File: src/rtl/rat_intr_ctrl.sv
// Eight-source interrupt controller for the RAT MCU: edge-latched pending bits,
// a software mask, a fixed-width INTV pulse, and an ACK handshake over the port space.
module rat_intr_ctrl #(
  parameter logic [7:0] MASK_ID   = 8'h30,
  parameter logic [7:0] STATUS_ID = 8'h31,
  parameter logic [7:0] VECTOR_ID = 8'h32,
  parameter logic [7:0] ACK_ID    = 8'h33,
  parameter int         INTV_LEN  = 4
) (
  input  logic       CLK,
  input  logic       RESET,
  input  logic [7:0] IRQ,
  input  logic [7:0] PORT_ID,
  input  logic [7:0] OUT_PORT,
  input  logic       IO_STRB,
  output logic [7:0] IN_DATA,
  output logic       IN_SEL,
  output logic       INTV
);

  typedef enum logic [1:0] {IDLE, PULSE, SERVICE} state_t;

  localparam logic [3:0] CNT_LAST = 4'(INTV_LEN - 1);

  state_t     state_q, state_d;
  logic [7:0] irq_prev_q, irq_prev_d;
  logic [7:0] pending_q, pending_d;
  logic [7:0] mask_q, mask_d;
  logic [3:0] cnt_q, cnt_d;
  logic       ack_seen_q, ack_seen_d;
  logic       intv_q, intv_d;

  logic [7:0] rise, clr, active, vector;
  logic       ack_wr, mask_wr;

  always_comb begin
    rise       = IRQ & ~irq_prev_q;
    irq_prev_d = IRQ;
    ack_wr     = IO_STRB && (PORT_ID == ACK_ID);
    mask_wr    = IO_STRB && (PORT_ID == MASK_ID);
    clr        = ack_wr ? OUT_PORT : 8'h00;
    // OR-ing the rise in last lets a same-cycle new event beat the clear
    pending_d  = (pending_q & ~clr) | rise;
    mask_d     = mask_wr ? OUT_PORT : mask_q;
    active     = pending_q & mask_q;
  end

  // Lowest index wins; 8'hFF signals that nothing is active
  always_comb begin
    vector = 8'hFF;
    for (int i = 7; i >= 0; i--) begin
      if (active[i]) vector = {5'b0, 3'(i)};
    end
  end

  always_comb begin
    state_d    = state_q;
    cnt_d      = cnt_q;
    ack_seen_d = ack_seen_q;
    unique case (state_q)
      IDLE: begin
        if (active != 8'h00) begin
          state_d    = PULSE;
          cnt_d      = 4'd0;
          ack_seen_d = 1'b0;
        end
      end
      PULSE: begin
        cnt_d      = cnt_q + 4'd1;
        ack_seen_d = ack_seen_q | ack_wr;
        if (cnt_q == CNT_LAST) state_d = (ack_seen_q || ack_wr) ? IDLE : SERVICE;
      end
      SERVICE: begin
        if (ack_wr) state_d = IDLE;
      end
      default: state_d = IDLE;
    endcase
    intv_d = (state_d == PULSE);
  end

  always_ff @(posedge CLK) begin
    if (RESET) begin
      state_q    <= IDLE;
      irq_prev_q <= 8'h00;
      pending_q  <= 8'h00;
      mask_q     <= 8'h00;
      cnt_q      <= 4'd0;
      ack_seen_q <= 1'b0;
      intv_q     <= 1'b0;
    end else begin
      state_q    <= state_d;
      irq_prev_q <= irq_prev_d;
      pending_q  <= pending_d;
      mask_q     <= mask_d;
      cnt_q      <= cnt_d;
      ack_seen_q <= ack_seen_d;
      intv_q     <= intv_d;
    end
  end

  // Read path is purely combinational and has no side effects on state
  always_comb begin
    IN_DATA = 8'h00;
    IN_SEL  = 1'b0;
    if (PORT_ID == MASK_ID) begin
      IN_DATA = mask_q;
      IN_SEL  = 1'b1;
    end else if (PORT_ID == STATUS_ID) begin
      IN_DATA = active;
      IN_SEL  = 1'b1;
    end else if (PORT_ID == VECTOR_ID) begin
      IN_DATA = vector;
      IN_SEL  = 1'b1;
    end
  end

  assign INTV = intv_q;

endmodule

File: config.mk
export PLATFORM = sky130hd
export DESIGN_NAME = rat_intr_ctrl
export DESIGN_NICKNAME = d
export VERILOG_FILES = /design/src/rtl/rat_intr_ctrl.sv
export SDC_FILE = /design/constraint.sdc
export NUM_CORES = 1
export LEC_CHECK = 0
export CAP_MARGIN = 20
export CORE_AREA = 2 2 58 60
export DETAILED_ROUTE_END_ITERATION = 10
export DIE_AREA = 0 0 60 62
export PLACE_DENSITY = 0.82
export SYNTH_ARGS = -nofsm -noshare
export SYNTH_HDL_FRONTEND = slang
export SYNTH_SLANG_ARGS = --single-unit
File: constraint.sdc
create_clock -name CLK -period 2.3 [get_ports CLK]
set_input_delay 0.23 -clock CLK [delete_from_list [all_inputs] [get_ports CLK]]
set_output_delay 0.23 -clock CLK [all_outputs]
set_load 0.02 [all_outputs]
* Word-level counts from Yosys, hierarchy flattened
Index checks and enable logic that the tools add are counted.
** Storage, ports and cells
- Register bits after elaboration :: 32
- Bits in latches :: 0
- Memory bits (writable) :: 0
- Memory bits (read-only) :: 0
- Input port bits :: 27
- Output and inout bits :: 10
- Memories kept :: 0
** Cells by class
- Add/sub/neg operators :: 1
- $mul :: 0
- Divide/modulo/power cells :: 0
- Order comparisons :: 0
- Equal/unequal tests :: 9
- Shift operators :: 0
- Muxes and demuxes :: 24
- Bitwise operators :: 7
- Reduce and logical (&&, ||, !) cells :: 7
** Operator list (count)
- $mux W8 :: 12
- $eq A8 B6 Y1 const B :: 4
- $and A8 B8 Y8 :: 3
- $not A8 Y8 :: 2
- $mux W2 :: 4
- $or A8 B8 Y8 :: 1
- $pmux W4 S2 :: 1
- $reduce_bool A8 Y1 :: 1
- $pmux W2 S3 :: 1
- $add A4 B1 Y4 const B :: 1
- $eq A2 B1 Y1 const B :: 2
- $eq A4 B2 Y1 const B :: 1
- $mux W1 :: 4
- $mux W4 :: 1
- $eq A2 B2 Y1 const B :: 1
- $logic_and A1 B1 Y1 :: 2
- $logic_not A2 Y1 :: 1
- $ne A2 B2 Y1 const B :: 1
- $pmux W1 S2 :: 1
- $reduce_and A2 Y1 :: 1
- $reduce_bool A2 Y1 :: 1
- $logic_or A1 B1 Y1 :: 1
- $or A1 B1 Y1 :: 1

* Longest topological paths before layout
Gate-level depths: netlist of run 1.
- Depth in word-level cells :: 12
- Depth in mapped cells :: 5
- Gate-level depth less buffers :: 5

* Least setup slack after synthesis of run 1
OpenSTA, ideal clock, no wires.
- Path type :: input to output
- Start point :: input port PORT_ID[7]
- End point :: output port IN_DATA[3]
- Arrival time :: 1.524 ns
- Slack :: 0.546 ns
- Stages on the path :: 4
- Path through :: or4_4 -> nor2_1 -> nand2_1 -> o21ai_0
** On the way
- Longest elaborated chain between the ends :: 4
** Ends and longest elaborated chain
- start, declared :: line 13 : input logic [7:0] PORT_ID,
- $eq A8 B6 Y1 :: line 111 : end else if (PORT_ID == VECTOR_ID) begin
- $mux W8 :: line 111
- $mux W8 :: line 108 : end else if (PORT_ID == STATUS_ID) begin
- $mux W8 * :: line 105 : if (PORT_ID == MASK_ID) begin
- end, declared :: line 16 : output logic [7:0] IN_DATA,
Every way passes the cells marked *; elsewhere a longest branch is shown, timed or not.

* Final worst setup path of run 1
- Start point :: input port PORT_ID[7]
- End point :: output port IN_DATA[2]
Same word-level chain as after synthesis.

==> results of run 1 <==
[flip-flops by register name, indices dropped and copies added (netlist names)]
signal,flops
INTV,1
state_q,2
irq_prev_q,8
ack_seen_q,1
mask_q,8
pending_q,8
cnt_q,4
[area by class of cell]
class / count / share of cell area (%)
tap: 46 / 2.87
inverter: 12 / 2.24
sequential: 32 / 31.9
clock buffer: 7 / 3.24
multi-input combinational: 113 / 38.0
timing repair buffer: 46 / 20.2
clock inverter: 1 / 1.50
[power by group]
| part | leakage, nW | internal (mW) | switching, mW |
|---|---|---|---|
| clock network | 0.0515 | 0.288 | 0.194 |
| registers | 0.263 | 0.576 | 0.0161 |
| logic | 0.437 | 0.0685 | 0.0447 |
[per-stage QoR]
stage	util [%]	worst slack, ns	instance area [sq um]
floorplan	-	0.546	1450
global placement	60.6	-0.261	1930
detailed placement	60.6	-0.273	1930
CTS	63.4	0.0221	2020
global route	63.2	0.00563	2010
finish	63.2	0.0268	2010
[what timing repair did]
action                                  4_1_cts  5_1_grt
endpoints found under the setup margin        9        6
resized for setup                            10       17
pin swaps                                     0        1
[cell families after synthesis]
group / Yosys count / synth area share (%)
adder cells (fa/ha/maj): 1 / 0.866
buffers and inverters: 15 / 3.90
AO/OA/AOI/OAI: 48 / 23.3
AND/OR/NAND/NOR: 55 / 21.3
multiplexers: 9 / 6.32
flip-flops: 32 / 44.3
[cells in the mapped netlist (all sizes together)]
| master | instances | area [sq um] |
|---|---|---|
| a211oi | 1 | 7.51 |
| a21oi | 10 | 50.1 |
| a22o | 5 | 43.8 |
| a22oi | 2 | 15.0 |
| a311o | 1 | 10.0 |
| a311oi | 2 | 17.5 |
| a31oi | 1 | 6.26 |
| a32o | 9 | 90.1 |
| and3 | 2 | 12.5 |
| clkbuf | 3 | 11.3 |
| dfxtp | 32 | 641 |
| ha | 1 | 12.5 |
| inv | 12 | 45.0 |
| mux2 | 1 | 11.3 |
| mux2i | 8 | 80.1 |
| nand2 | 13 | 48.8 |
| nand2b | 3 | 18.8 |
| nand3 | 2 | 10.0 |
| nand3b | 2 | 15.0 |
| nand4 | 1 | 6.26 |
| nor2 | 12 | 45.0 |
| nor2b | 10 | 62.6 |
| nor3 | 2 | 15.0 |
| nor3b | 3 | 22.5 |
| nor4 | 2 | 27.5 |
| o211ai | 3 | 22.5 |
| o21a | 1 | 7.51 |
| o21ai | 12 | 60.1 |
| o22ai | 1 | 6.26 |
| or2 | 1 | 6.26 |
| or3 | 1 | 6.26 |
| or4 | 1 | 11.3 |
[worst paths after layout]
kind                                       to  slack [ns]  depth (start not counted)
worst max-delay path               IN_DATA[2]        0.03                          5
worst min-delay path            irq_prev_q[7]        0.46                          2
worst max register to register       cnt_q[0]        0.73                          5
worst min register to register   pending_q[2]        0.48                          2
[routing by layer]
metal | up-vias | routed length [microns] | track usage [%]
met4 | 0 | 84 | 11.1
li1 | 689 | - | -
met1 | 668 | 1500 | 23.3
met5 | - | 0 | 0
met3 | 10 | 263 | 4.97
met2 | 62 | 1980 | 39.4
==> key figures, run 1 <==
Setup path
  – Worst R2R Start: pending_q[7]
  – WP data arrival: 2.04 ns
  – Crit-path cells: clkdlybuf4s50_1 > or4_4 > or2_2 > a21oi_1 > clkdlybuf4s15_1
  – Crit start category: input pin
  – Req. time, crit path: 2.07 ns
  – Buffers & Inverters on Critical Path: 2
  – CP Class: input pin to output pin
  – Slowest stage cell, crit path: or4_4
  – Crit path largest cell delay: 0.54 ns
  – CP top delay family: simple AND/OR/NAND/NOR gates
  – CP startpoint: PORT_ID[7]
  – Crit path max fanout: 4
  – CP Capture Type: output pin

Drt
  – Vias: 1429
  – Final antenna-violating net count: 0
  – Initial DRC Count: 42
  – Drt pass-1 iters: 4
  – Vias per cell: 5.56
  – Final WL: 3830 microns
  – Wire per inst: 14.9 microns
  – # DRC: 0

Timing
  – Least-Margin Pin Slew: 0.370 ns
  – WHS: ~0.46 ns
  – Final count of negative-setup-slack endpoints: 0
  – Final min period: 2.27 ns
  – Final Hold Fails: 0
  – RSZ-0062 raised after global routing: no
  – Setup TNS: 0 ns
  – Fin crit share: 98.8%
  – Max-slew violation count: 0
  – Slew HR: between 70% and 80%
  – Clk_skew: 0.00721 ns
  – Max Freq: 0.440 GHz

Finish
  – Finished Layout Cells: approximately 260
  – Register Area: between 600 and 700 sq um
  – Final #Nets: roughly 240
  – Most frequent cells in the layout: dfxtp_1, clkdlybuf4s50_1, nand2_1
  – Share of cells above drive strength 1: 13.7%
  – Layout area overhead: 39.0%
  – Fill count: 263
  – Multi-input logic area: roughly 760 sq um
  – Commonest non-fill, non-tap cell in the layout: dfxtp_1
  – ANT cells: 0

Clocking
  – CTS root buf: clkbuf_4
  – Buffer count from post-CTS setup fixing: 0
  – # hold bufs at CTS: 0
  – TritonCTS clock tree: done
  – CTS Buf Count: 5
  – Clock Path Buffers: 2
  – Num Clock Sinks: 32
  – Clock slew at reported path FFs: 0.09 ns
  – Clock Latency Late Sink: between 0.3 and 0.4 ns
  – CTS HTree Levels: 2

Job
  – Maximum Capacitance Violations: 0

Yosys
  – Post-Synthesis Cells: 160
  – Distinct cells, synth: 34
  – #FFs+latches synth: 32
  – Sequential share of the synthesized area: 44.3%
  – Average size of a mapped cell: 9.03 sq um
  – Syn Nets: 188
  – Mapped Area: 0.00145 sq mm
  – Synth warnings: 0

Floorplan
  – Initial core utilization: 45.5%
  – IO Count: 37
  – Core region area: 0.00318 sq mm
  – Die H: about 62 microns
  – Site Rows: 21
  – Die footprint: 0.00372 sq mm
  – Die Wd: around 60 microns

Power and ir drop
  – Peak supply drop: 0.439 mV
  – Pwr dens: slightly below 600 mW/mm^2
  – Leakage: 0.751 nW
  – Power Total: between 1 and 1.5 mW

Outcome
  – Status: finished, final reports clean

Placed design
  – Final GP Congestion: 0.833
  – Cell count after placement: between 200 and 250
  – I/O Buffers: 36
  – HPWL after detailed placement: between 2000 and 3000 microns

Global route
  – Global Route Usage Sum: 21.6%
  – Largest net degree at the start of global routing: 21
  – Grt ovf: 0
  – First-pass GRT wire length: 5890 microns
  – Vias in the first global route: 1381
  – Initial antenna violation count: 0

Worst hold path
  – Worst Min Path Start: IRQ[7]
  – Worst min path class: input pin to flop
Note: power is estimated with default switching activity, not from simulation.
==> run 2: changes to the inputs <==
--- a/config.mk
+++ b/config.mk
@@ -6,9 +6,9 @@
 export NUM_CORES = 1
 export LEC_CHECK = 0
 export CAP_MARGIN = 20
-export CORE_AREA = 2 2 58 60
+export CORE_AREA = 2 2 69 51
 export DETAILED_ROUTE_END_ITERATION = 10
-export DIE_AREA = 0 0 60 62
+export DIE_AREA = 0 0 71 53
 export PLACE_DENSITY = 0.82
 export SYNTH_ARGS = -nofsm -noshare
 export SYNTH_HDL_FRONTEND = slang
==> run 2 against run 1 <==
  * Fmax is 1.5% higher
  * Routed wire length is 5.9% higher
  * Clock power is 11% higher
  * Count of clock-buffer cells in the layout is 2 lower
  * Largest power group unchanged
  * Critical endpoint is now IN_DATA[1]
  * Cell count is 2.3% lower
  * Register-to-register slack worse by 0.06 ns
==> key figures, run 2 (synthesis results as in run 1) <==
Global route
  – GR Util met3: 7.05% (+2.1 points)
  – First-pass GRT wire length: 6580 microns (+12%)
  – Vias in the first global route: 1405 (+1.7%)
  – Initial antenna violation count: 0 (unchanged)
  – Met1 GRT Util: 27.5% (+4.2 points)
  – Global Route Usage Sum: 23.5% (+1.9 points)
  – Grt peak-use layer: met2
  – Largest net degree at the start of global routing: 18 (-14%)
  – Met2 Use GR: 38.0% (-1.4 points)
  – Grt ovf: 0 (unchanged)

Clocking
  – CTS HTree Levels: 2 (unchanged)
  – Num Clock Sinks: 32 (unchanged)
  – Clock slew at reported path FFs: 0.06 ns (-0.03 ns)
  – CTS root buf: clkbuf_8
  – Clock Path Buffers: 2 (unchanged)
  – TritonCTS clock tree: done
  – Clock Latency Late Sink: 0.29 ns (-0.05 ns)
  – CTS Buf Count: 5 (unchanged)

Job
  – Maximum Capacitance Violations: 0 (unchanged)

Finish
  – Layout area overhead: 42.3%
  – Share of cells above drive strength 1: 15.5% (+1.7 points)
  – Largest regs: irq_prev_q (8), mask_q (8), pending_q (8)
  – Most frequent cells in the layout: dfxtp_1, clkdlybuf4s50_1, nand2_1
  – Commonest non-fill, non-tap cell in the layout: dfxtp_1
  – Final core utilization: 66.7% (+3.5 points)
  – ANT cells: 0 (unchanged)
  – Final #Nets: 240 (+0.84%)

Drt
  – Vias per cell: 5.87 (+5.5%)
  – # DRC: 0 (unchanged)
  – Drt pass-1 iters: 4 (unchanged)
  – Vias: 1473 (+3.1%)
  – Wire per inst: 16.2 microns (+8.4%)
  – Final antenna-violating net count: 0 (unchanged)
  – Final WL: 4060 microns (+5.9%)
  – Initial DRC Count: 107 (+150%)

Timing
  – Clk_skew: 0.00580 ns (-0.00141 ns)
  – RSZ-0062 raised after global routing: yes
  – Max Freq: 0.446 GHz (+1.5%)
  – Fin crit share: 97.4% (-1.4 points)
  – Setup ws final: 0.0593 ns (+0.0325 ns)
  – Slew HR: 75.4% (+0.11 points)
  – Final min period: 2.24 ns (-0.0325 ns)
  – Final count of negative-setup-slack endpoints: 0 (unchanged)
  – Least-Margin Pin Slew: 0.368 ns (-0.00200 ns)
  – Setup TNS: 0 ns (unchanged)
  – Max-slew violation count: 0 (unchanged)
  – Final Hold Fails: 0 (unchanged)

Floorplan
  – Site Rows: 17 (-19%)
  – Die footprint: 0.00376 sq mm (+1.2%)
  – Core region area: 0.00308 sq mm (-3.0%)
  – Initial core utilization: 46.9% (+1.4 points)
  – IO Count: 37 (unchanged)
  – Die H: 53 microns (-15%)
  – Die Wd: 71 microns (+18%)

Setup path
  – Crit path max fanout: 4 (unchanged)
  – Slowest stage cell, crit path: or4_4
  – Worst R2R Path Depth: 5 (unchanged)
  – Reg2Reg Capture Point: cnt_q[2]
  – Worst R2R Start: mask_q[5]
  – CP Capture Type: output pin
  – Crit-path cells: clkdlybuf4s50_1 > or4_4 > or2_2 > a21oi_1 > dlygate4sd2_1
  – Crit start category: input pin
  – WP data arrival: 2.01 ns (-0.03 ns)
  – R2R setup slack: 0.67 ns (-0.06 ns)
  – Req. time, crit path: 2.07 ns (about the same)
  – CP Class: input pin to output pin
  – Crit path largest cell delay: 0.55 ns (about the same)

Power and ir drop
  – Pwr dens: 607 mW/mm^2 (+2.8%)
  – Peak supply drop: 0.485 mV (+10%)
  – Power Total: 1.25 mW (+5.2%)
  – Leakage: 0.769 nW (+2.4%)

Worst hold path
  – Hold Path Stages: 2 (unchanged)
  – Worst min path class: flop to flop
  – Hold EP: pending_q[0]
  – Worst Min Path Start: irq_prev_q[0]

Placed design
  – HPWL after detailed placement: 2930 microns (+4.4%)
  – Post-Place Worst Slack: -0.351 ns (-0.0778 ns)
  – I/O Buffers: 36 (unchanged)
  – Final GP Congestion: 0.918 (+10%)

Outcome
  – Status: finished, final reports clean
## run 2: critical path: cells and delay by family
kind,cells,cell delay [ns]
AO/OA/AOI/OAI,1,0.14
buffers and inverters,2,0.76
AND/OR/NAND/NOR,2,0.88
## run 2: stage by stage
step                      area (sq um)  hold WS (ns)  std cells
after global routing              2060         0.506        251
after global placement            1960         0.447        243
final                             2060         0.482        251
after CTS                         2070         0.482        251
after detailed placement          1960         0.468        243
after floorplan                   1450         0.313        160
## run 2: worst max path at each step
stage,cells past startpoint,startpoint,endpoint,slack (ns)
2_1_floorplan,4,PORT_ID[7],IN_DATA[3],0.55
3_3_place_gp,6,PORT_ID[7],IN_DATA[4],-0.31
3_5_place_dp,6,PORT_ID[7],IN_DATA[4],-0.35
4_1_cts,6,PORT_ID[7],IN_DATA[4],0.004
5_1_grt,5,PORT_ID[7],IN_SEL,-0.008
6_report,5,PORT_ID[7],IN_DATA[1],0.06
## run 2: cell type report
class,count,area [sq um]
Fill cell,222,1030
Multi-Input combinational cell,113,761
Sequential cell,32,641
Timing Repair Buffer,48,452
Clock buffer,5,68.8
Tap cell,38,47.5
Inverter,12,45.0
Clock inverter,3,42.5
## run 2: routing by layer
metal	up-vias	share of wire, %	wire length [microns]
li1	691	-	-
met1	687	42	1710
met2	77	45	1840
met3	18	8.8	356
met4	0	3.7	149
met5	-	0	0
## run 2: repair_timing
action | in CTS | in global routing
hold endpoints to repair | 0 | 0
buffers inserted | 0 | 0
gates resized for setup | 13 | 15
hold buffers | 0 | 0
pin swaps | 0 | 1
setup endpoints to repair | 9 | 5
## run 2: power breakdown
part	internal (mW)	switching, mW	total (mW)
sequential	0.576	0.0142	0.590
combinational	0.0749	0.0514	0.126
clock	0.320	0.213	0.533
total	0.971	0.278	1.25
==> run 3: changes to the inputs <==
--- a/config.mk
+++ b/config.mk
@@ -10,6 +10,8 @@
 export DETAILED_ROUTE_END_ITERATION = 10
 export DIE_AREA = 0 0 71 53
 export PLACE_DENSITY = 0.82
+export SKIP_CTS_REPAIR_TIMING = 1
+export SLEW_MARGIN = 20
 export SYNTH_ARGS = -nofsm -noshare
 export SYNTH_HDL_FRONTEND = slang
 export SYNTH_SLANG_ARGS = --single-unit
==> run 3 against run 2 <==
  * Worst hold slack better by 0.0017 ns
  * Non-clock buffer count stayed put
  * Sequential power about the same
  * Design area is 1.2% higher
  * Setup slack improved by 0.073 ns
  * Cell count is the same
  * Via count is 1.8% lower
  * Flip-flop and latch count did not move
  * Sequential share of layout area down 0.37 points
  * Combinational power about the same
  * Count of clock-buffer cells in the layout is the same
==> key figures, run 3 (synthesis results as in run 1) <==
Outcome
  – Status: finished, final reports clean

Placed design
  – Final GP Congestion: 0.918 (unchanged)
  – Post-Place Worst Slack: -0.351 ns (unchanged)
  – I/O Buffers: 36 (unchanged)
  – HPWL after detailed placement: 2930 microns (unchanged)

Timing
  – Final count of negative-setup-slack endpoints: 0 (unchanged)
  – Setup ws final: 0.132 ns (+0.0726 ns)
  – Max-slew violation count: 0 (unchanged)
  – Final Hold Fails: 0 (unchanged)
  – Least-Margin Pin Slew: 0.361 ns (-0.00725 ns)
  – Max Freq: 0.461 GHz (+3.3%)
  – Fin crit share: 94.3% (-3.2 points)
  – WHS: 0.484 ns (+0.00167 ns)
  – Clk_skew: 0.00638 ns (+0.000581 ns)
  – Slew HR: 75.9% (+0.48 points)
  – RSZ-0062 raised after global routing: no
  – Final min period: 2.17 ns (-0.0726 ns)

Global route
  – Largest net degree at the start of global routing: 18 (unchanged)
  – Global Route Usage Sum: 23.3% (-0.12 points)
  – Initial antenna violation count: 0 (unchanged)
  – First-pass GRT wire length: 6530 microns (-0.62%)
  – Vias in the first global route: 1400 (-0.36%)
  – Grt ovf: 0 (unchanged)

Power and ir drop
  – Comb power frac: 10.1% (about the same)
  – Power Total: 1.25 mW (about the same)
  – Sw Share: 22.2% (-0.044 points)
  – Pwr dens: 600 mW/mm^2 (-1.2%)
  – Leakage: 0.876 nW (+14%)
  – Int Pwr: 0.971 mW (about the same)
  – Peak supply drop: 0.487 mV (+0.30%)
  – Sequential share of power: 47.3% (about the same)
  – NetSw: 0.278 mW (-0.23%)
  – Clk pwr share: 42.6% (about the same)

Setup path
  – Crit path max fanout: 5 (+1)
  – Crit-path cells: clkdlybuf4s50_1 > or4_4 > nor2_1 > nand2_1 > o21ai_0 > clkbuf_2
  – Reg2Reg Capture Point: cnt_q[2]
  – R2R setup slack: 0.66 ns (about the same)
  – WP data arrival: 1.94 ns (-0.07 ns)
  – Slowest stage cell, crit path: or4_4
  – Crit path largest cell delay: 0.55 ns (about the same)
  – Worst R2R Start: mask_q[5]
  – Req. time, crit path: 2.07 ns (about the same)
  – Crit start category: input pin
  – CP Class: input pin to output pin
  – Worst R2R Path Depth: 5 (unchanged)
  – CP Capture Type: output pin

Finish
  – Commonest non-fill, non-tap cell in the layout: dfxtp_1
  – Fill count: 219 (-1.4%)
  – Final #Nets: 240 (unchanged)
  – Largest regs: irq_prev_q (8), mask_q (8), pending_q (8)
  – ANT cells: 0 (unchanged)
  – Layout area overhead: 44.1%
  – Most frequent cells in the layout: dfxtp_1, clkdlybuf4s50_1, nand2_1
  – Share of cells above drive strength 1: 13.1% (-2.3 points)

Worst hold path
  – Worst Min Path Start: irq_prev_q[0]
  – Hold EP: pending_q[0]
  – Hold Path Stages: 2 (unchanged)
  – Worst min path class: flop to flop

Floorplan
  – Site Rows: 17 (unchanged)
  – IO Count: 37 (unchanged)
  – Core region area: 0.00308 sq mm (unchanged)
  – Die footprint: 0.00376 sq mm (unchanged)
  – Die Wd: 71 microns (unchanged)
  – Die H: 53 microns (unchanged)
  – Initial core utilization: 46.9% (unchanged)

Clocking
  – Clock Path Buffers: 2 (unchanged)
  – CTS root buf: clkbuf_8
  – Num Clock Sinks: 32 (unchanged)
  – Clock slew at reported path FFs: 0.07 ns (about the same)
  – Clock Latency Late Sink: 0.29 ns (about the same)
  – TritonCTS clock tree: done
  – CTS Buf Count: 5 (unchanged)
  – CTS HTree Levels: 2 (unchanged)

Drt
  – Final antenna-violating net count: 0 (unchanged)
  – Vias per cell: 5.76 (-1.8%)
  – Drt pass-1 iters: 4 (unchanged)
  – Initial DRC Count: 134 (+25%)
  – Wire per inst: 16.5 microns (+1.8%)
  – Vias: 1446 (-1.8%)
  – # DRC: 0 (unchanged)
  – Final WL: 4130 microns (+1.8%)

Job
  – Maximum Capacitance Violations: 0 (unchanged)
run 3: cell count changes in the layout (fill, tap and decap cells not counted), sizes merged:
cell / delta
dlymetal6s2s: +7
dlygate4sd2: -4
clkbuf: -2
clkdlybuf4s15: -1
run 3: layout make-up:
cell class | count | area, sq um | share of cell area [%]
Multi-Input combinational cell | 113 | 754 | 36.2
Sequential cell | 32 | 641 | 30.8
Timing Repair Buffer | 48 | 483 | 23.2
Clock buffer | 5 | 68.8 | 3.31
Tap cell | 38 | 47.5 | 2.28
Inverter | 12 | 45.0 | 2.16
Clock inverter | 3 | 42.5 | 2.04
run 3: worst max-delay path: cells and delay by family:
kind                   cells  cell delay (ns)
AOI/OAI and AO/OA          1             0.26
buffers and inverters      2             0.62
and+or+nand+nor            3             0.83
run 3: stage by stage:
step	cell area, sq um	util, %	setup TNS [ns]	cells
after floorplan	1450	-	0	160
after global placement	1960	63.4	-1.84	243
after detailed placement	1960	63.4	-2.03	243
after CTS	2070	67.1	-2.09	251
after global routing	2080	67.5	0	251
final	2080	67.5	0	251
run 3: how the worst max path moves through the flow:
stage	from	endpoint	slack (ns)	depth (start not counted)
after CTS	PORT_ID[7]	IN_DATA[4]	-0.35	6
final	PORT_ID[7]	IN_DATA[5]	0.13	6
after floorplan	PORT_ID[7]	IN_DATA[3]	0.55	4
after global routing	PORT_ID[7]	IN_DATA[4]	0.004	6
after detailed placement	PORT_ID[7]	IN_DATA[4]	-0.35	6
after global placement	PORT_ID[7]	IN_DATA[4]	-0.31	6
run 3: routing by layer:
layer	GRT usage, %	routed length, microns	part of all wire, %
met5	0	0	0
met4	14.8	81	2.0
met3	6.67	312	7.6
met2	38.2	1970	48
met1	27.4	1770	43
run 3: power groups by stage:
| stage | Sequential (mW) | Combinational, mW | Clock [mW] |
|---|---|---|---|
| 2_1_floorplan | 0.600 | 0.0398 | 0 |
| 3_3_place_gp | 0.601 | 0.119 | 0 |
| 3_5_place_dp | 0.601 | 0.124 | 0 |
| 4_1_cts | 0.589 | 0.126 | 0.540 |
| 5_1_grt | 0.592 | 0.134 | 0.571 |
| 6_report | 0.590 | 0.127 | 0.532 |
